**src/rtl/width_conv_arbiter.sv**
```systemverilog
// width_conv_arbiter
//   Two-requester round-robin arbiter that feeds 24-bit beats into a 24-to-128
//   width converter. A grant is held for whole 16-beat groups (up to
//   GROUPS_PER_GRANT groups). Every grant is followed by at least one IDLE
//   cycle.
//
//   Optional feature (macro WCA_STALL_PAD_EN): if the granted requester stalls
//   for 64 consecutive cycles mid-group, the rest of the group is filled with
//   zero pad beats and the grant ends.
//
// Ports
//   clk, rst_n              clock, asynchronous active-low reset
//   req{0,1}_valid/_data    requester beat and 24-bit payload
//   req{0,1}_ready          combinational accept (only in own grant, not padding)
//   conv_valid/_data        registered beat to converter (latency 1)
//   conv_owner              0 = req0, 1 = req1
//   conv_pad                beat is a pad beat (0 when feature compiled out)
//   grp_done                pulse with the 16th beat of a group
module width_conv_arbiter #(
  parameter int GROUPS_PER_GRANT = 1
) (
  input  logic        clk,
  input  logic        rst_n,
  input  logic        req0_valid,
  input  logic [23:0] req0_data,
  output logic        req0_ready,
  input  logic        req1_valid,
  input  logic [23:0] req1_data,
  output logic        req1_ready,
  output logic        conv_valid,
  output logic [23:0] conv_data,
  output logic        conv_owner,
  output logic        conv_pad,
  output logic        grp_done
);

  typedef enum logic [1:0] {IDLE, GRANT0, GRANT1} state_t;

  localparam logic [2:0] LAST_GRP = 3'(GROUPS_PER_GRANT - 1);

  state_t      state, state_nx;
  logic [3:0]  beat_cnt;
  logic [2:0]  grp_cnt;
  logic        rr_ptr;      // requester that wins the next tie
  logic        granted, own, vld_own, padding;
  logic [23:0] data_own;
  logic        acc, beat, wrap, stall, grant_end;

  assign granted  = (state != IDLE);
  assign own      = (state == GRANT1);
  assign vld_own  = own ? req1_valid : req0_valid;
  assign data_own = own ? req1_data  : req0_data;

`ifdef WCA_STALL_PAD_EN
  logic [7:0] stall_cnt;
  logic       pad_q;
  assign padding = pad_q;
`else
  assign padding = 1'b0;
`endif

  assign req0_ready = (state == GRANT0) && !padding;
  assign req1_ready = (state == GRANT1) && !padding;

  assign acc   = granted && vld_own && !padding;
  assign beat  = acc || (granted && padding);
  assign wrap  = beat && (beat_cnt == 4'hF);
  assign stall = granted && (beat_cnt != 4'h0) && !vld_own && !padding;

  // A padded group always ends the grant; otherwise end on the last group's
  // wrap or when the owner has nothing to send at a group boundary.
  assign grant_end = granted &&
                     ((wrap && (padding || grp_cnt == LAST_GRP)) ||
                      (beat_cnt == 4'h0 && !vld_own && !padding));

  always_comb begin
    state_nx = state;
    case (state)
      IDLE: begin
        if (req0_valid && req1_valid) state_nx = rr_ptr ? GRANT1 : GRANT0;
        else if (req0_valid)          state_nx = GRANT0;
        else if (req1_valid)          state_nx = GRANT1;
      end
      default: if (grant_end) state_nx = IDLE;
    endcase
  end

  always_ff @(posedge clk or negedge rst_n) begin
    if (!rst_n) begin
      state      <= IDLE;
      beat_cnt   <= 4'h0;
      grp_cnt    <= 3'h0;
      rr_ptr     <= 1'b0;
      conv_valid <= 1'b0;
      conv_data  <= 24'h0;
      conv_owner <= 1'b0;
      grp_done   <= 1'b0;
    end else begin
      state <= state_nx;
      if (beat) beat_cnt <= beat_cnt + 4'h1;
      if (grant_end)  grp_cnt <= 3'h0;
      else if (wrap)  grp_cnt <= grp_cnt + 3'h1;
      if (grant_end) rr_ptr <= ~own;
      conv_valid <= beat;
      conv_data  <= acc ? data_own : 24'h0;
      conv_owner <= beat ? own : 1'b0;
      grp_done   <= wrap;
    end
  end

`ifdef WCA_STALL_PAD_EN
  logic conv_pad_q;
  assign conv_pad = conv_pad_q;

  always_ff @(posedge clk or negedge rst_n) begin
    if (!rst_n) begin
      stall_cnt  <= 8'h0;
      pad_q      <= 1'b0;
      conv_pad_q <= 1'b0;
    end else begin
      if (!granted || acc || grant_end) stall_cnt <= 8'h0;
      else if (stall)                   stall_cnt <= stall_cnt + 8'h1;
      // 64th consecutive stall cycle switches to padding from the next cycle
      if (grant_end)                            pad_q <= 1'b0;
      else if (stall && stall_cnt == 8'd63)     pad_q <= 1'b1;
      conv_pad_q <= granted && padding;
    end
  end
`else
  assign conv_pad = 1'b0;
`endif

endmodule

```
**config.mk**
```make
export PLATFORM = sky130hd
export DESIGN_NAME = width_conv_arbiter
export DESIGN_NICKNAME = d
export VERILOG_FILES = /design/src/rtl/width_conv_arbiter.sv
export SDC_FILE = /design/constraint.sdc
export NUM_CORES = 1
export LEC_CHECK = 0
export BUFFER_PORTS_ARGS = -buffer_cell sky130_fd_sc_hd__buf_2
export CORE_ASPECT_RATIO = 1.1
export CORE_MARGIN = 2
export CORE_UTILIZATION = 41
export DETAILED_ROUTE_END_ITERATION = 16
export HOLD_SLACK_MARGIN = 0.05
export PLACE_DENSITY = 0.76
export SETUP_SLACK_MARGIN = 0.4
export SLEW_MARGIN = 30
export SYNTH_ARGS = -nofsm -noshare
export SYNTH_HDL_FRONTEND = slang
export SYNTH_SLANG_ARGS = --single-unit
```
**constraint.sdc**
```tcl
create_clock -name clk -period 1.5 [get_ports clk]
set_input_delay 0.075 -clock clk [delete_from_list [all_inputs] [get_ports clk]]
set_output_delay 0.075 -clock clk [all_outputs]
set_load 0.03 [all_outputs]
```
After elaboration in Yosys (flattened, before gate mapping)
Index checks and enable logic that the tools add are counted.
{ "totals": {"wordCells": 42, "in_bits": 52, "output_inout_bits": 30, "reg_bits": 37} }
{ "op_classes": {"mux": 12, "reduce_logical": 15, "bitwise": 1, "n_eq_ne": 4, "addsub": 2} }
{ "ops": {"columns": ["cell", "n"], "rows": [
  ["$mux W24", 2],
  ["$mux W2", 6],
  ["$logic_and A1 B1 Y1", 6],
  ["$mux W3", 2],
  ["$reduce_bool A2 Y1", 3],
  ["$add A4 B1 Y4 const B", 1],
  ["$eq A4 B4 Y1 const B", 1],
  ["$logic_not A4 Y1", 1],
  ["$ne A4 B4 Y1 const B", 1],
  ["$add A3 B1 Y3 const B", 1],
  ["$logic_not A3 Y1", 1],
  ["$eq A2 B1 Y1 const B", 1],
  ["$eq A2 B2 Y1 const B", 1],
  ["$logic_not A2 Y1", 1],
  ["$mux W1", 2],
  ["$reduce_and A2 Y1", 1],
  ["$logic_not A1 Y1", 1],
  ["$logic_or A1 B1 Y1", 1],
  ["$not A1 Y1", 1]
]} }

Depth between registers and ports, before layout
{ "depth": {"depth_word": 9, "depth_mapped": 7, "mapped_depth_nobuf": 6} }

Worst setup path before layout
No wires, ideal clock.
{ "synth_timing": {"path_type": "register to register", "startpoint": "reg state[0]", "endpoint": "reg conv_data[14]", "synth_period_minus_slack_ns": 1.597, "t_required_ns": 1.423, "path_buffers": 3, "slack_ns": -0.097, "path_stages_with_launch": 8, "setup_time_ns": 0.077, "t_arrival_ns": 1.519, "path_cell_list": "dfrtp_1 -> buf_6 -> nand2b_4 -> buf_6 -> inv_2 -> clkbuf_1 -> nand2_1 -> a21oi_1"} }
{ "synth_via": {"elab_chain_cells": 4, "elab_cells_between_ends": 6, "classes_between": "eq/ne (1); mux (3); reduce/logical (2)"} }
{ "synth_rtl": {"columns": ["element", "line_no", "rtl"], "rows": [
  ["start, declared", "41", "state_t state, state_nx;"],
  ["start signal, assigned", "99", "state <= state_nx;"],
  ["$eq A2 B2 Y1 (*)", null, null],
  ["named net req1_ready", "29", "output logic req1_ready,"],
  ["$mux W1", "51", "assign vld_own = own ? req1_valid : req0_valid;"],
  ["$logic_and A1 B1 Y1", "65", "assign acc = granted && vld_own && !padding;"],
  ["$mux W24 (*)", "105", "conv_data <= acc ? data_own : 24'h0;"],
  ["end signal, assigned", "105", null],
  ["end, declared", "31", "output logic [23:0] conv_data,"]
]} }
The timed path passes the listed nets; every way through them passes the cells marked *.
A chain may end at the register's enable or synchronous reset.

Worst setup path in the final report
{ "layout_timing": {"startpoint": "reg state[0]", "endpoint": "reg grp_cnt[1]"} }
{ "layout_via": {"elab_chain_cells": 8, "elab_cells_between_ends": 12, "classes_between": "eq/ne (1); mux (2); reduce/logical (9)"} }
{ "layout_rtl": {"columns": ["element", "line_no", "rtl"], "rows": [
  ["$eq A2 B2 Y1", "50", "assign own = (state == GRANT1);"],
  ["$mux W1", "51", null],
  ["$logic_and A1 B1 Y1 (*)", "65", null],
  ["$logic_and A1 B1 Y1 (*)", "67", "assign wrap = beat && (beat_cnt == 4'hF);"],
  ["named net wrap", "47", "logic acc, beat, wrap, stall, grant_end;"],
  ["$logic_and A1 B1 Y1", "73", "((wrap && (padding || grp_cnt == LAST_GRP)) ||"],
  ["$logic_or A1 B1 Y1", "73", null],
  ["$logic_and A1 B1 Y1", "72", "assign grant_end = granted &&"],
  ["$mux W3 or $reduce_bool A2 Y1 (tied branches)", null, null],
  ["end signal, assigned", "102", "else if (wrap) grp_cnt <= grp_cnt + 3'h1;"],
  ["end, declared", "43", "logic [2:0] grp_cnt;"]
]} }
Marks and branches as above.

==> summary.md <==
| Metric | Value |
|---|---|
| P&R area growth vs syn | `85.9%` |
| Core area | `3900 um^2` |
| Clock skew after layout | `0.00818 ns` |
| PortBufs | `80` |
| FP Rows | `24` |
| Tmin final | `1.48 ns` |
| Outcome | `finished clean` |
| Most common cell in the netlist | `nand2_1` |
| Area leader, netlist | `dfrtp_1` |
| Mapped Avg Cell Area | `9.75 um^2` |
| Routability Congestion | `0.785` |
| Vias | `1,950` |
| Design Power | `0.00537 W` |
| Grt total ovfl | `0` |
| CTS Root Cell | `clkbuf_8` |
| Power per cell area | `1760 nW/um^2` |
| Wirelength per Cell | `19.0 um` |
| Syn nets | `224` |
| CTS tree | `built` |
| Final WL | `6980 um` |
| Post-Synthesis Cell Area | `1640 um^2` |
| Die footprint | `4520 um^2` |
| Initial antenna violation count | `0` |
| ANT cells | `0` |
| Number of flops mapped to enable cells by yosys | `0` |
| Final setup vio count | `0` |
| Yosys warns | `0` |
| Crit path max fanout | `5` |
| Proportion of layout cells with a drive suffix above 1 | `45.7%` |
| Worst-skew pair later-pin latency | `0.30 ns` |
| Worst vdd ir | `0.712 mV` |
| Lkg Pwr | `1.52 nW` |
| Max-slew violations | `0` |
| Starting density of the core | `42.0%` |
| FMAX | `675 MHz` |
| DRT Pass-1 Iters | `4` |
| Drt initial violations | `260` |
| Fraction of registers with async set/reset | `100%` |
| Yosys top cell area share | `56.5%` |
| Slowest CP cell | `dfrtp_1` |
| Post-synth top flop | `dfrtp_1` |
| Pre-CTS WS | `0.0525 ns` |
| Die Ht | `70.3 um` |
| Worst EP required | `1.68 ns` |
| CTS HTree Levels | `2` |
| First-pass GRT wire length | `9030 um` |
| Post-DP Area | `2140 um^2` |
| List of most frequent post-synthesis cells | `nand2_1, dfrtp_1, a21oi_1, inv_1, xnor2_1` |
| Fin nets | `370` |
| DP HPWL | `2790 um` |
| CP Data Arrival Time | `1.66 ns` |
| Setup ws final | `0.0193 ns` |
| FF-to-FF setup slack | `0.02 ns` |
| Tcrit/Tclk final | `98.7%` |
| Vias in the first global route | `1,953` |
| Critical Path Source Type | `flip-flop` |
| Post-synth cell types | `26` |
| Crit-path cells | `nand3b_1 > buf_6 > a21oi_4 > mux2i_1 > a21oi_2` |
| Final instance area | `3050 um^2` |
| Fill count | `201` |
| I/O pin count | `82` |
| Largest net degree at the start of global routing | `38` |
| Sequential share of the synthesized area | `56.5%` |
| Clk pin slew, worst setup/hold paths | `0.07 ns` |
| GRT Util Overall | `26.7%` |
| Worst path max stage delay | `0.43 ns` |
| Yosys reg bits | `37` |
| Gate Count Post-Synth | `168` |
| Final hold vios | `0` |
| Hold WS | `0.191 ns` |
| Critical Path End Type | `flip-flop` |
| Hold crit path type | `in -> reg` |
| Most area-consuming cells after synthesis | `dfrtp_1, nand2_1, a21oi_1` |
| Num CTS Buffers | `5` |
| Clock Tree Buf Depth | `2` |
| Number of max-cap violations | `0` |
| Crit Path Category | `reg -> reg` |
| Vias/cell | `5.31` |
| RSZ-0062 raised after global routing | `yes` |
| TNS Setup | `0 ns` |
| Die X | `64.3 um` |
| DRC | `0` |
| Sink Count | `37` |
| Final ANT Viol Nets | `0` |
-- layout make-up --
cell class / instances / area (um^2) / area share (%)
clock inverter: 1 / 30.0 / 0.986
timing repair buffer: 148 / 1120 / 36.9
tap: 52 / 65.1 / 2.14
sequential: 37 / 926 / 30.4
multi-input combinational: 111 / 764 / 25.1
clock buffer: 7 / 86.3 / 2.83
inverter: 11 / 48.8 / 1.60
-- metrics by stage --
stage / util [%] / std cells
global placement: 54.8 / 299
floorplan: - / 168
global route: 78.0 / 367
finish: 78.0 / 367
detailed placement: 54.8 / 299
CTS: 72.1 / 360
-- cells by family (layout without fill, tap and decap cells) --
logic type / count (synthesis) / in the layout / synth area share [%]
compound gates: 38 / 38 / 14.7
xor+xnor: 5 / 5 / 2.67
fa+ha+maj: 4 / 4 / 3.06
buf+inv: 20 / 167 / 5.88
flops: 37 / 37 / 56.5
mux: 2 / 2 / 1.22
other cells: 1 / 1 / 0.229
simple gates: 61 / 61 / 15.7
-- cells in the final DEF, fill, tap and decap left out, types with 3 or more instances in the layout --
| master | count |
|---|---|
| buf_2 | 78 |
| nand2_1 | 50 |
| dlygate4sd3_1 | 50 |
| dfrtp_1 | 37 |
| a21oi_2 | 19 |
| buf_6 | 9 |
| a21oi_1 | 8 |
| inv_1 | 6 |
| clkbuf_8 | 6 |
| buf_4 | 6 |
| a21oi_4 | 4 |
| xnor2_1 | 4 |
| inv_2 | 3 |
-- metal layers --
layer | vias up | routed length [um] | GRT usage [%] | share of wire, %
met5 | - | 0 | 0 | 0
met4 | 0 | 416 | 17.0 | 6.0
met3 | 45 | 499 | 7.57 | 7.2
met2 | 135 | 3540 | 47.1 | 51
met1 | 931 | 2520 | 27.1 | 36
li1 | 839 | - | - | -
-- where the power goes --
group	internal (W)	total (W)	leakage, nW	switching, W
Clock	0.000542	0.000905	0.0585	0.000362
Combinational	0.00115	0.00291	0.981	0.00176
Sequential	0.00134	0.00155	0.478	0.000218
Total	0.00303	0.00537	1.52	0.00234
-- critical path: cells and delay by family (launching register included) --
| kind | cells | cell delay (ns) |
|---|---|---|
| flops | 1 | 0.43 |
| compound gates | 2 | 0.28 |
| mux | 1 | 0.25 |
| simple gates | 1 | 0.23 |
| buf+inv | 1 | 0.17 |
-- registers in the layout, summed over array words and instances (netlist names) --
register    count
conv_owner      1
conv_valid      1
rr_ptr          1
state           2
grp_done        1
beat_cnt        4
grp_cnt         3
conv_data      24
-- path summary, 6_finish.rpt --
check,startpoint,endpoint,cells after the start
max,state[0],grp_cnt[1],5
min,req0_valid,state[0],3
max reg2reg,state[0],grp_cnt[1],5
min reg2reg,grp_cnt[2],grp_cnt[2],2
max in group asynchronous,rst_n,beat_cnt[0],3
min in group asynchronous,rst_n,conv_data[0],3
-- timing repair --
| item | 4_1_cts | 5_1_grt |
|---|---|---|
| hold endpoints to repair | 62 | 0 |
| hold buffers | 50 | 0 |
| pin swaps | 3 | 3 |
| cloned | 0 | 1 |
| gates resized for setup | 13 | 38 |
| setup endpoints to repair | 38 | 38 |
| setup buffers | 3 | 6 |
(Power assumes the default switching activity.)
